[config.mk]
export PLATFORM = sky130hd
export DESIGN_NAME = qua_lsp_mem_arbiter_flat
export DESIGN_NICKNAME = d
export VERILOG_FILES = /design/src/rtl/qua_lsp_mem_arbiter_if.sv /design/src/rtl/qua_lsp_mem_arbiter.sv /design/src/flat_wrapper.sv
export SDC_FILE = /design/constraint.sdc
export NUM_CORES = 1
export LEC_CHECK = 0
export BUFFER_PORTS_ARGS = -buffer_cell sky130_fd_sc_hd__clkbuf_2
export CAP_MARGIN = 0
export CORE_AREA = 2 2 133 135
export DETAILED_ROUTE_END_ITERATION = 8
export DIE_AREA = 0 0 135 137
export PLACE_DENSITY = 0.53
export SYNTH_ARGS = -nofsm -noshare
export SYNTH_HDL_FRONTEND = slang
export SYNTH_SLANG_ARGS = --single-unit
[constraint.sdc]
create_clock -name clk -period 1.9 [get_ports clk]
set_input_delay 0.095 -clock clk [delete_from_list [all_inputs] [get_ports clk]]
set_output_delay 0.095 -clock clk [all_outputs]
set_load 0.02 [all_outputs]
[src/rtl/qua_lsp_mem_arbiter_if.sv]
`default_nettype none
// ============================================================================
// Module   : qua_lsp_mem_arbiter_if
// Brief    : Request/grant and scratch-memory bus bundle for the LSP arbiter.
// Revision : 1.0 - initial release
// ============================================================================
interface qua_lsp_mem_arbiter_if;
    logic         testSel;
    logic [10:0]  testReadRequested;
    logic [10:0]  testWriteRequested;
    logic [31:0]  testWriteOut;
    logic         testWrite;
    logic [3:0]   req;
    logic [43:0]  readAddr;
    logic [43:0]  writeAddr;
    logic [127:0] writeOut;
    logic [3:0]   writeEn;
    logic [3:0]   grant;
    logic [10:0]  memReadAddr;
    logic [10:0]  memWriteAddr;
    logic [31:0]  memWriteOut;
    logic         memWriteEn;
    logic         busy;
    logic         timeout;

    modport master (
        output testSel, testReadRequested, testWriteRequested, testWriteOut, testWrite,
        output req, readAddr, writeAddr, writeOut, writeEn,
        input  grant, memReadAddr, memWriteAddr, memWriteOut, memWriteEn, busy, timeout
    );

    modport slave (
        input  testSel, testReadRequested, testWriteRequested, testWriteOut, testWrite,
        input  req, readAddr, writeAddr, writeOut, writeEn,
        output grant, memReadAddr, memWriteAddr, memWriteOut, memWriteEn, busy, timeout
    );
endinterface
`default_nettype wire

[src/rtl/qua_lsp_mem_arbiter.sv]
`default_nettype none
// ============================================================================
// Module   : qua_lsp_mem_arbiter
// Brief    : Round-robin owner arbiter for the shared LSP scratch memory with a
//            test-port override. Optional hold timeout: QLSP_ARB_TIMEOUT_EN.
// Revision : 1.0 - initial release
// ============================================================================
module qua_lsp_mem_arbiter #(
    parameter int MAX_HOLD = 1024
) (
    input  wire logic           clk,
    input  wire logic           reset,
    qua_lsp_mem_arbiter_if.slave bus
);

    localparam logic [0:0] c_ST_IDLE  = 1'b0;
    localparam logic [0:0] c_ST_OWNED = 1'b1;

    logic [0:0] r_state, w_state_nxt;
    logic [3:0] r_grant, w_grant_nxt;
    logic [1:0] r_owner, w_owner_nxt;
    logic [1:0] r_ptr,   w_ptr_nxt;
    logic       w_pick_vld;
    logic [1:0] w_pick_idx;
    logic       w_release;

`ifdef QLSP_ARB_TIMEOUT_EN
    localparam int c_CNT_W = (MAX_HOLD > 1) ? $clog2(MAX_HOLD) : 1;

    logic [c_CNT_W-1:0] r_hold_cnt, w_hold_cnt_nxt;
    logic               r_timeout,  w_timeout_nxt;
    logic               w_expired;

    assign w_expired   = (r_hold_cnt == c_CNT_W'(MAX_HOLD - 1));
    assign bus.timeout = r_timeout;

    always_ff @(posedge clk or posedge reset) begin
        if (reset) begin
            r_hold_cnt <= '0;
            r_timeout  <= 1'b0;
        end else begin
            r_hold_cnt <= w_hold_cnt_nxt;
            r_timeout  <= w_timeout_nxt;
        end
    end
`else
    assign bus.timeout = 1'b0;
`endif

    // Walk from the highest offset down so the lowest offset above ptr wins.
    always_comb begin
        w_pick_vld = 1'b0;
        w_pick_idx = r_ptr;
        for (int i = 3; i >= 0; i--) begin
            if (bus.req[r_ptr + 2'(i)]) begin
                w_pick_vld = 1'b1;
                w_pick_idx = r_ptr + 2'(i);
            end
        end
    end

    always_ff @(posedge clk or posedge reset) begin
        if (reset) begin
            r_state <= c_ST_IDLE;
            r_grant <= 4'b0000;
            r_owner <= 2'd0;
            r_ptr   <= 2'd0;
        end else begin
            r_state <= w_state_nxt;
            r_grant <= w_grant_nxt;
            r_owner <= w_owner_nxt;
            r_ptr   <= w_ptr_nxt;
        end
    end

    always_comb begin
        w_state_nxt = r_state;
        w_grant_nxt = r_grant;
        w_owner_nxt = r_owner;
        w_ptr_nxt   = r_ptr;
        w_release   = 1'b0;
`ifdef QLSP_ARB_TIMEOUT_EN
        w_hold_cnt_nxt = r_hold_cnt;
        w_timeout_nxt  = 1'b0;
`endif
        case (r_state)
            c_ST_IDLE: begin
                if (!bus.testSel && w_pick_vld) begin
                    w_state_nxt = c_ST_OWNED;
                    w_grant_nxt = 4'b0001 << w_pick_idx;
                    w_owner_nxt = w_pick_idx;
`ifdef QLSP_ARB_TIMEOUT_EN
                    w_hold_cnt_nxt = '0;
`endif
                end
            end
            c_ST_OWNED: begin
                w_release = bus.testSel || !bus.req[r_owner];
`ifdef QLSP_ARB_TIMEOUT_EN
                // A voluntary release takes precedence, so timeout only flags forced ones.
                if (!w_release && w_expired) begin
                    w_release     = 1'b1;
                    w_timeout_nxt = 1'b1;
                end else begin
                    w_hold_cnt_nxt = r_hold_cnt + c_CNT_W'(1);
                end
`endif
                if (w_release) begin
                    w_state_nxt = c_ST_IDLE;
                    w_grant_nxt = 4'b0000;
                    w_ptr_nxt   = r_owner + 2'd1;
                end
            end
            default: begin
                w_state_nxt = c_ST_IDLE;
                w_grant_nxt = 4'b0000;
            end
        endcase
    end

    always_comb begin
        bus.memReadAddr  = 11'd0;
        bus.memWriteAddr = 11'd0;
        bus.memWriteOut  = 32'd0;
        bus.memWriteEn   = 1'b0;
        if (bus.testSel) begin
            bus.memReadAddr  = bus.testReadRequested;
            bus.memWriteAddr = bus.testWriteRequested;
            bus.memWriteOut  = bus.testWriteOut;
            bus.memWriteEn   = bus.testWrite;
        end else if (r_state == c_ST_OWNED) begin
            bus.memReadAddr  = bus.readAddr[11*r_owner +: 11];
            bus.memWriteAddr = bus.writeAddr[11*r_owner +: 11];
            bus.memWriteOut  = bus.writeOut[32*r_owner +: 32];
            bus.memWriteEn   = bus.writeEn[r_owner];
        end
    end

    assign bus.grant = r_grant;
    assign bus.busy  = (|r_grant) | bus.testSel;

endmodule
`default_nettype wire

[src/flat_wrapper.sv]
// flat-port wrapper written by rule: the top's interface ports become plain ports
module qua_lsp_mem_arbiter_flat 
#(
    parameter int MAX_HOLD = 1024
)
  (clk, reset, bus_testSel, bus_testReadRequested, bus_testWriteRequested, bus_testWriteOut, bus_testWrite, bus_req, bus_readAddr, bus_writeAddr, bus_writeOut, bus_writeEn, bus_grant, bus_memReadAddr, bus_memWriteAddr, bus_memWriteOut, bus_memWriteEn, bus_busy, bus_timeout);
  qua_lsp_mem_arbiter_if bus_i ();
  input  wire logic clk;
  input  wire logic reset;
  input wire logic [$bits(bus_i.testSel)-1:0] bus_testSel;
  input wire logic [$bits(bus_i.testReadRequested)-1:0] bus_testReadRequested;
  input wire logic [$bits(bus_i.testWriteRequested)-1:0] bus_testWriteRequested;
  input wire logic [$bits(bus_i.testWriteOut)-1:0] bus_testWriteOut;
  input wire logic [$bits(bus_i.testWrite)-1:0] bus_testWrite;
  input wire logic [$bits(bus_i.req)-1:0] bus_req;
  input wire logic [$bits(bus_i.readAddr)-1:0] bus_readAddr;
  input wire logic [$bits(bus_i.writeAddr)-1:0] bus_writeAddr;
  input wire logic [$bits(bus_i.writeOut)-1:0] bus_writeOut;
  input wire logic [$bits(bus_i.writeEn)-1:0] bus_writeEn;
  output wire logic [$bits(bus_i.grant)-1:0] bus_grant;
  output wire logic [$bits(bus_i.memReadAddr)-1:0] bus_memReadAddr;
  output wire logic [$bits(bus_i.memWriteAddr)-1:0] bus_memWriteAddr;
  output wire logic [$bits(bus_i.memWriteOut)-1:0] bus_memWriteOut;
  output wire logic [$bits(bus_i.memWriteEn)-1:0] bus_memWriteEn;
  output wire logic [$bits(bus_i.busy)-1:0] bus_busy;
  output wire logic [$bits(bus_i.timeout)-1:0] bus_timeout;
  assign bus_i.testSel = bus_testSel;
  assign bus_i.testReadRequested = bus_testReadRequested;
  assign bus_i.testWriteRequested = bus_testWriteRequested;
  assign bus_i.testWriteOut = bus_testWriteOut;
  assign bus_i.testWrite = bus_testWrite;
  assign bus_i.req = bus_req;
  assign bus_i.readAddr = bus_readAddr;
  assign bus_i.writeAddr = bus_writeAddr;
  assign bus_i.writeOut = bus_writeOut;
  assign bus_i.writeEn = bus_writeEn;
  assign bus_grant = bus_i.grant;
  assign bus_memReadAddr = bus_i.memReadAddr;
  assign bus_memWriteAddr = bus_i.memWriteAddr;
  assign bus_memWriteOut = bus_i.memWriteOut;
  assign bus_memWriteEn = bus_i.memWriteEn;
  assign bus_busy = bus_i.busy;
  assign bus_timeout = bus_i.timeout;
  qua_lsp_mem_arbiter #(.MAX_HOLD(MAX_HOLD)) u_core (.clk(clk), .reset(reset), .bus(bus_i));
endmodule
==> reports/metrics.cfg, run 1 <==
[run_status]
status=finished with violations
violations=negative setup slack

[cells_and_area]
area_delta_synth_final_pct=110
antenna_cells=0
final_cell_mix=clkbuf_2, a22o_1, mux4_2, buf_6, buf_4
final_common_cell=clkbuf_2
nNetsFinal=817
nFillCells=1781
stdcell_count=759
drive_above_1_share_pct=80.7

[setup_path]
path_max_fanout=6
critical_path_class=flip-flop to primary output
reg2reg_from=u_core.r_owner[0]
endpoint_kind=primary output
required_ps=1800
cp-startpoint=u_core.r_owner[0]
start_kind=flip-flop
crit_arrival_ps=1890

[timing]
skew_ps=1.11
rsz0062_at_grt=true
fmax_mhz=505
finalMaxSlewViolations=0
setup_slack_ps=-81.7
finalHoldViolations=0
setup_violations=40
min_period_ps=1980
fin_crit_sh_pct=104
fin_setup_tns_ps=-1600

[pwr]
p_leak_nw=2.51
p_per_area_nw_per_um2=861
finalPower_mw=4.36
irDropWorstVdd_mv=0.630

[synthesis]
syn-num-nets=474
yosys_warnings=0
synth_cells=192
ys_seq_area_share_pct=9.33
ys_ff_latch=9
postSynthAreaPerCell_um2=12.6
netlist_area_um2=2410
synth_cell_types=33

[die]
die_w_um=135
design.die.area_um2=18500
die_y_um=137
io_pins=343
core_area_um2=17100
start_util_pct=14.2
core.rowCount=48

[routing]
firstDrtPassIters=4
wl_per_cell_um=18.0
route.detailed.drc=0
route.vias.total=3366
drt-total-wl_um=13600
drt_iter0_drc=128
via_per_inst=4.43
detail-route-antenna-nets=0

[worst_hold_path]
hp-start=bus_req[3]
min_path_type=input port to flip-flop

[cts]
clock-sinks=9
cts_root_buffer=clkbuf_16
clkLatencyLatePin_ps=230
clk_pin_slew_ps=40
htreeDepth=1
tritoncts=yes
cts_buffers=3
clockBufferDepth=2

[placement]
dp.cells=743
hpwl_um=10800
port_buffers=341
post-place-ws_ps=112
place_congestion=0.807

[run]
drv_cap=0

[grt]
gr-usage-all-layers_pct=12.3
overflow=0
antenna_found_initial=0
grt_pass1_vias=3168
grt_max_degree=36
grt_pass1_wl_um=17400

==> timing repair <==
| action | 4_1_cts | 5_1_grt |
|---|---|---|
| setup endpoints to repair | 50 | 55 |
| cloned | 2 | 4 |
| pin swaps | 2 | 52 |
| endpoints found under the hold margin | 9 | 0 |
| gates resized for setup | 6 | 156 |
| setup buffers | 3 | 2 |
| hold buffers | 1 | 0 |
==> state kept, by name, summed over array words and instances (netlist names) <==
register and cells:
u_core.bus.grant 4, u_core.r_owner 2, u_core.r_ptr 2, u_core.r_state 1
==> synth_stat cells (all sizes together) <==
cell	count	share of area, %
a21boi	2	0.78
a21o	1	0.36
a21oi	7	1.5
a22o	57	21
buf	17	4.8
clkbuf	10	1.6
conb	1	0.16
dfrtp	9	9.3
inv	3	0.47
mux4	56	52
nand2	2	0.31
nand2b	2	0.52
nor2	6	0.93
nor2b	1	0.26
nor3	2	0.41
nor3b	1	0.31
nor4	2	1.1
o21ai	1	0.21
o21bai	1	0.31
o22a	2	0.73
o22ai	1	0.26
o2bb2ai	2	0.73
o31ai	1	0.31
or2	1	0.26
or2b	2	0.62
or3	1	0.47
xnor2	1	0.36
==> report_power, final <==
group,total [mW],switching [mW],internal [mW]
combinational,3.63,1.49,2.13
sequential,0.361,0.0939,0.267
clock,0.373,0.0925,0.281
==> kinds of logic (layout without fill, tap and decap cells) <==
family                 after synthesis  after routing  synth area share [%]
AO/OA/AOI/OAI                       75             75                  25.8
multiplexers                        56             56                  52.3
buffers and inverters               30            372                  6.84
AND/OR/NAND/NOR                     20             20                  5.24
flip-flops                           9              9                  9.33
other                                1              1                 0.155
XOR/XNOR                             1              1                 0.363
==> final timing paths <==
check	to	slack, ps	cells past startpoint
worst max-delay path	bus_memReadAddr[2]	-80	5
worst min-delay path	u_core.bus.grant[0]	310	3
worst max register to register	u_core.bus.grant[1]	90	7
worst min register to register	u_core.bus.grant[0]	530	1
max in group asynchronous	u_core.r_owner[0]	1220	3
min in group asynchronous	u_core.bus.grant[2]	380	3
==> cell type report <==
cell class              instances  area [µm²]  share of cell area [%]
well taps                     225         282                    5.56
repair buffers                365        2430                    48.0
inverters                       3        11.3                   0.222
flip-flops and latches          9         230                    4.54
multi-input cells             153        2030                    40.1
clock buffers                   4        78.8                    1.56
==> critical path: stages, from the launching register on <==
cell,delay [ps]
dfrtp_4,440
buf_12,170
clkbuf_16,180
mux4_2,520
a22o_1,210
buf_6,130
==> metal layers <==
metal | vias up | GRT usage [%] | share of wire [%]
met4 | 0 | 1.50 | 0.45
met3 | 4 | 2.33 | 8.8
met2 | 210 | 22.7 | 54
met1 | 1603 | 15.3 | 37
met5 | - | 0 | 0
li1 | 1549 | - | -
==> metrics by stage <==
stage                     hold WS [ps]  utilization, %  cell area, µm²
final                              308            29.7            5070
after global routing               328            29.7            5070
after CTS                          304            27.1            4620
after detailed placement          67.2            25.9            4410
after global placement            58.0            25.9            4410
after floorplan                  -77.1               -            2410
Power figures use the tool's default switching activity.
==> inputs of run 2 (changes only) <==
- PLACE_DENSITY: 0.53 -> default
- PLACE_DENSITY_LB_ADDON: default -> 0.3
==> run 2 against run 1 <==
The run still ends with negative setup slack left. Utilization decreased by 1.3 points. Sequential cell count unchanged. Hold slack got worse by 14 ps. Count of clock-buffer cells in the layout unchanged. Critical path depth decreased by 1. Setup slack improved by 21 ps. Maximum frequency increased by 1.1%. Sequential power increased by 3%. Critical path type unchanged. Critical endpoint is now bus_memWriteOut[19]. Largest power group unchanged.
==> reports/metrics.cfg, run 2 (synthesis results as in run 1) <==
[run_status]
status=finished with violations  ; unchanged
violations=negative setup slack  ; unchanged

[cts]
cts_buffers=3  ; unchanged
clk_pin_slew_ps=40  ; about the same
tritoncts=yes  ; unchanged
clock-sinks=9  ; unchanged
clockBufferDepth=2  ; unchanged
cts_root_buffer=clkbuf_16  ; unchanged
clkLatencyLatePin_ps=230  ; about the same
htreeDepth=1  ; unchanged

[run]
drv_cap=0  ; unchanged

[grt]
met2_usage_pct=23.5  ; was 22.7%
overflow=0  ; unchanged
met3_usage_pct=2.19  ; was 2.33%
antenna_found_initial=2  ; was 0
grtUsageMet1_pct=17.2  ; was 15.3%
grt.busiest_layer=met2  ; unchanged
grt_pass1_wl_um=19000  ; was 17400 µm
grt_max_degree=35  ; was 36
gr-usage-all-layers_pct=13.3  ; was 12.3%
grt_pass1_vias=3387  ; was 3168

[setup_path]
critical_path_class=flip-flop to primary output  ; unchanged
cp_top_family=multiplexers  ; unchanged
path_max_fanout=17  ; was 6
crit_arrival_ps=1870  ; was 1890 ps
critPathSlowestCell=mux4_2  ; unchanged
endpoint_kind=primary output  ; unchanged
max_stage_delay_ps=560  ; was 520 ps
crit_chain=buf_16, mux4_2, a22o_1, buf_2  ; was buf_12, clkbuf_16, mux4_2, a22o_1, buf_6
start_kind=flip-flop  ; unchanged
path_buf_inv=2  ; was 3
required_ps=1800  ; about the same

[placement]
place_congestion=0.847  ; was 0.807
hpwl_um=11600  ; was 10800 µm
post-place-ws_ps=130  ; was 112 ps
port_buffers=341  ; unchanged

[routing]
route.vias.total=3468  ; was 3366
drt-total-wl_um=14100  ; was 13600 µm
wl_per_cell_um=18.7  ; was 18.0 µm
drt_iter0_drc=230  ; was 128
firstDrtPassIters=4  ; unchanged
route.detailed.drc=0  ; unchanged
detail-route-antenna-nets=0  ; unchanged
via_per_inst=4.59  ; was 4.43

[pwr]
p_per_area_nw_per_um2=844  ; was 861 nW/µm²
irDropWorstVdd_mv=0.706  ; was 0.630 mV
p_leak_nw=2.43  ; was 2.51 nW

[timing]
skew_ps=1.19  ; was 1.11 ps
min_period_ps=1960  ; was 1980 ps
setup_slack_ps=-61.0  ; was -81.7 ps
fmax_mhz=510  ; was 505 MHz
setup_violations=51  ; was 40
slew_headroom_pct=66.9
finalMaxSlewViolations=0  ; unchanged
fin_crit_sh_pct=103  ; was 104%
rsz0062_at_grt=true  ; unchanged
tightestPinTransition_ps=492
finalHoldViolations=0  ; unchanged

[cells_and_area]
seqCellArea_um2=230  ; unchanged
nNetsFinal=813  ; was 817
multi_input_area_um2=2060  ; was 2030 µm²
final_cell_mix=clkbuf_2, a22o_1, mux4_2, buf_2, buf_6  ; was clkbuf_2, a22o_1, mux4_2, buf_6, buf_4
final_common_cell=clkbuf_2  ; unchanged
nFillCells=1801  ; was 1781
area_delta_synth_final_pct=100  ; was 110%
drive_above_1_share_pct=81.3  ; was 80.7%
finalCoreUtilization_pct=28.4  ; was 29.7%
largest_reg_flops=4  ; unchanged

[die]
die_y_um=137  ; unchanged
start_util_pct=14.2  ; unchanged
die_w_um=135  ; unchanged
core.rowCount=48  ; unchanged
design.die.area_um2=18500  ; unchanged
core_area_um2=17100  ; unchanged
io_pins=343  ; unchanged

[worst_hold_path]
min_path_type=input port to flip-flop  ; unchanged

run 2: cell types whose count changed in the layout (fill, tap and decap cells not counted), moves of 2 or more:
cell       previous run  this run
buf_2                 2        25
buf_4                11         9
buf_6                50        22
clkbuf_16             7         4
clkbuf_2            286       290
clkbuf_8              2         6
nor2_1                6         4
o2bb2ai_1             2         0
o2bb2ai_2             0         2
run 2: metal layers:
metal,wire length (µm),up-vias
met5,13,-
met4,201,2
met3,1410,16
met2,7160,226
met1,5360,1682
li1,-,1542
run 2: final timing paths:
check / end / start / cells after the start / slack [ps]
min reg2reg: u_core.bus.grant[0] / u_core.bus.grant[0] / 1 / 530
max reg2reg: u_core.bus.grant[3] / u_core.r_owner[0] / 7 / 0
max: bus_memWriteOut[19] / u_core.r_owner[0] / 4 / -60
min: u_core.bus.grant[0] / bus_req[3] / 3 / 290
max in group asynchronous: u_core.r_owner[0] / reset / 3 / 1280
min in group asynchronous: u_core.bus.grant[1] / reset / 3 / 350
run 2: final cells by class:
class                           instances  area share (%)
Multi-Input combinational cell        153            42.6
Tap cell                              225            5.82
Clock buffer                            4            1.63
Antenna cell                            1          0.0517
Inverter                                3           0.233
Sequential cell                         9            4.76
Timing Repair Buffer                  361            44.9
run 2: report_power, final:
group	internal [mW]	switching, mW	leakage, nW
registers	0.267	0.105	0.110
clock network	0.280	0.0905	0.0382
logic	1.91	1.43	2.29
total	2.46	1.63	2.43
run 2: timing repair:
item,CTS,global route
gates resized for setup,18,91
endpoints found under the hold margin,9,0
hold buffers,1,0
setup buffers,5,2
pin swaps,8,17
endpoints found under the setup margin,52,61
gates cloned,3,1
run 2: worst reg2reg max path, cell delays in order, from the launching register on:
cell	delay (ps)
dfrtp_4	530
buf_12	160
clkbuf_16	160
buf_6	120
mux4_2	330
a21boi_4	230
nor2_4	70
a22o_1	190
run 2: metrics by stage:
stage	hold WS (ps)	cell area (µm²)	TNS, ps	std cells	power, mW
after floorplan	-77.1	2410	0	192	2.39
final	294	4840	-1270	756	4.08
after detailed placement	50.2	4350	0	740	3.16
after CTS	295	4650	-2630	753	3.97
after global routing	326	4840	-4510	756	4.33
after global placement	56.2	4350	0	740	3.11
==> inputs of run 3 (changes only) <==
--- a/config.mk
+++ b/config.mk
@@ -12,4 +12,5 @@
 export DIE_AREA = 0 0 135 137
 export PLACE_DENSITY_LB_ADDON = 0.3
+export SLEW_MARGIN = 10
 export SYNTH_ARGS = -nofsm -noshare
 export SYNTH_HDL_FRONTEND = slang
==> constraint.sdc (replaced) <==
create_clock -name clk -period 2.2 [get_ports clk]
set_input_delay 0.33 -clock clk [delete_from_list [all_inputs] [get_ports clk]]
set_output_delay 0.33 -clock clk [all_outputs]
set_load 0.02 [all_outputs]
==> run 3 against run 2 <==
The run still ends with negative setup slack left. Sequential share of layout area about the same. Via count up 0.63%. Utilization down 0.15 points. Critical path depth increased by 1. Largest power group unchanged.
==> reports/metrics.cfg, run 3 (synthesis results as in run 1) <==
[grt]
antenna_found_initial=2  ; unchanged
grt_max_degree=35  ; unchanged
grt_pass1_vias=3318  ; was 3387
gr-usage-all-layers_pct=12.9  ; was 13.3%
grt_pass1_wl_um=18600  ; was 19000 µm
overflow=0  ; unchanged

[timing]
finalMaxSlewViolations=0  ; unchanged
fmax_mhz=451
min_period_ps=2220
fin_crit_sh_pct=101
setup_violations=2  ; was 51
rsz0062_at_grt=true  ; unchanged
setup_slack_ps=-15.3  ; was -61.0 ps
skew_ps=4.36  ; was 1.19 ps
finalHoldViolations=0  ; unchanged

[cts]
cts_buffers=3  ; unchanged
clock-sinks=9  ; unchanged
clk_pin_slew_ps=40  ; about the same
htreeDepth=1  ; unchanged
tritoncts=yes  ; unchanged
clockBufferDepth=2  ; unchanged
clkLatencyLatePin_ps=230  ; about the same
ctsHoldBuffers=0  ; was 1
cts_root_buffer=clkbuf_16  ; unchanged

[die]
die_w_um=135  ; unchanged
core_area_um2=17100  ; unchanged
core.rowCount=48  ; unchanged
die_y_um=137  ; unchanged
start_util_pct=14.2  ; unchanged
io_pins=343  ; unchanged
design.die.area_um2=18500  ; unchanged

[placement]
port_buffers=341  ; unchanged
placed_cell_area_um2=4370  ; was 4350 µm²
hpwl_um=11700  ; was 11600 µm
dp.cells=739  ; was 740
post-place-ws_ps=209  ; was 130 ps
place_congestion=0.871  ; was 0.847

[run]
drv_cap=0  ; unchanged

[routing]
wl_per_cell_um=19.2  ; was 18.7 µm
via_per_inst=4.61  ; was 4.59
drt_iter0_drc=187  ; was 230
detail-route-antenna-nets=0  ; unchanged
route.vias.total=3490  ; was 3468
route.detailed.drc=0  ; unchanged
firstDrtPassIters=4  ; unchanged
routed.top_layer=met5  ; unchanged
wl_met1_um=5530  ; was 5360 µm
dr_wl_met2_um=7340  ; was 7160 µm
drt-total-wl_um=14500  ; was 14100 µm
met3_length_um=1450  ; was 1410 µm

[pwr]
p_per_area_nw_per_um2=743  ; was 844 nW/µm²
finalPower_mw=3.57  ; was 4.08 mW
p_leak_nw=2.43  ; about the same
irDropWorstVdd_mv=0.507  ; was 0.706 mV

[cells_and_area]
nNetsFinal=814  ; was 813
area_delta_synth_final_pct=99.4  ; was 100%
largest_reg_flops=4  ; unchanged
fin_area_um2=4810  ; was 4840 µm²
drive_above_1_share_pct=80.8  ; was 81.3%
final_cell_mix=clkbuf_2, a22o_1, mux4_2, buf_6, buf_4  ; was clkbuf_2, a22o_1, mux4_2, buf_2, buf_6
final_common_cell=clkbuf_2  ; unchanged
stdcell_count=757  ; was 756

[setup_path]
path_max_fanout=8  ; was 17
required_ps=1870  ; was 1800 ps
crit_arrival_ps=1890  ; was 1870 ps
start_kind=flip-flop  ; unchanged
max_stage_delay_ps=550  ; was 560 ps
crit_chain=buf_8, buf_16, mux4_2, a22o_1, buf_6  ; was buf_16, mux4_2, a22o_1, buf_2
critPathSlowestCell=mux4_2  ; unchanged
endpoint_kind=primary output  ; unchanged
critical_path_class=flip-flop to primary output  ; unchanged

[worst_hold_path]
min_path_type=input port to async pin  ; was input port to flip-flop

[run_status]
status=finished with violations  ; unchanged
violations=negative setup slack  ; unchanged

## run 3: final timing paths
kind                                             to  slack [ps]                 from  cells after the start
worst max-delay path            bus_memWriteOut[19]         -20    u_core.r_owner[0]                      5
worst min-delay path            u_core.bus.grant[3]          40                reset                      2
worst max register to register  u_core.bus.grant[3]         350    u_core.r_owner[0]                      6
worst min register to register  u_core.bus.grant[0]         530  u_core.bus.grant[0]                      1
max in group asynchronous         u_core.r_owner[0]        1850                reset                      2
min in group clk                u_core.bus.grant[0]         530  u_core.bus.grant[0]                      1
## run 3: per-layer routing
metal | global-route usage, % | vias to the layer above
li1 | - | 1542
met1 | 16.3 | 1693
met2 | 22.8 | 239
met3 | 2.44 | 14
met4 | 2.60 | 2
met5 | 0 | -
## run 3: layout make-up
class / count / area (µm²)
fillers: 1828 / 12200
repair buffers: 362 / 2180
multi-input cells: 153 / 2030
well taps: 225 / 282
flip-flops and latches: 9 / 230
clock buffers: 4 / 78.8
inverters: 3 / 11.3
diodes: 1 / 2.50
## run 3: power breakdown
part | total (mW) | leakage [nW] | switching [mW] | internal, mW
sequential | 0.313 | 0.110 | 0.0819 | 0.231
clock | 0.318 | 0.0382 | 0.0761 | 0.242
combinational | 2.94 | 2.28 | 1.25 | 1.69
## run 3: critical path, delay by kind of cell (launching register included)
family          cells  cell delay [ps]
compound gates      1              220
buf+inv             3              430
mux                 1              550
flops               1              440
## run 3: per-stage QoR
step                      util (%)  hold slack, ps  TNS [ps]
after floorplan                  -             158         0
after global placement        25.6             293         0
after detailed placement      25.6             304         0
after CTS                     26.1            62.4     -82.3
after global routing          28.2            75.7     -1340
final                         28.2            43.7     -26.1
## run 3: repair_timing
item	in CTS	in global routing
buffers inserted	0	8
cloned	0	5
pin swaps	0	21
endpoints found under the setup margin	4	54
resized for setup	1	79
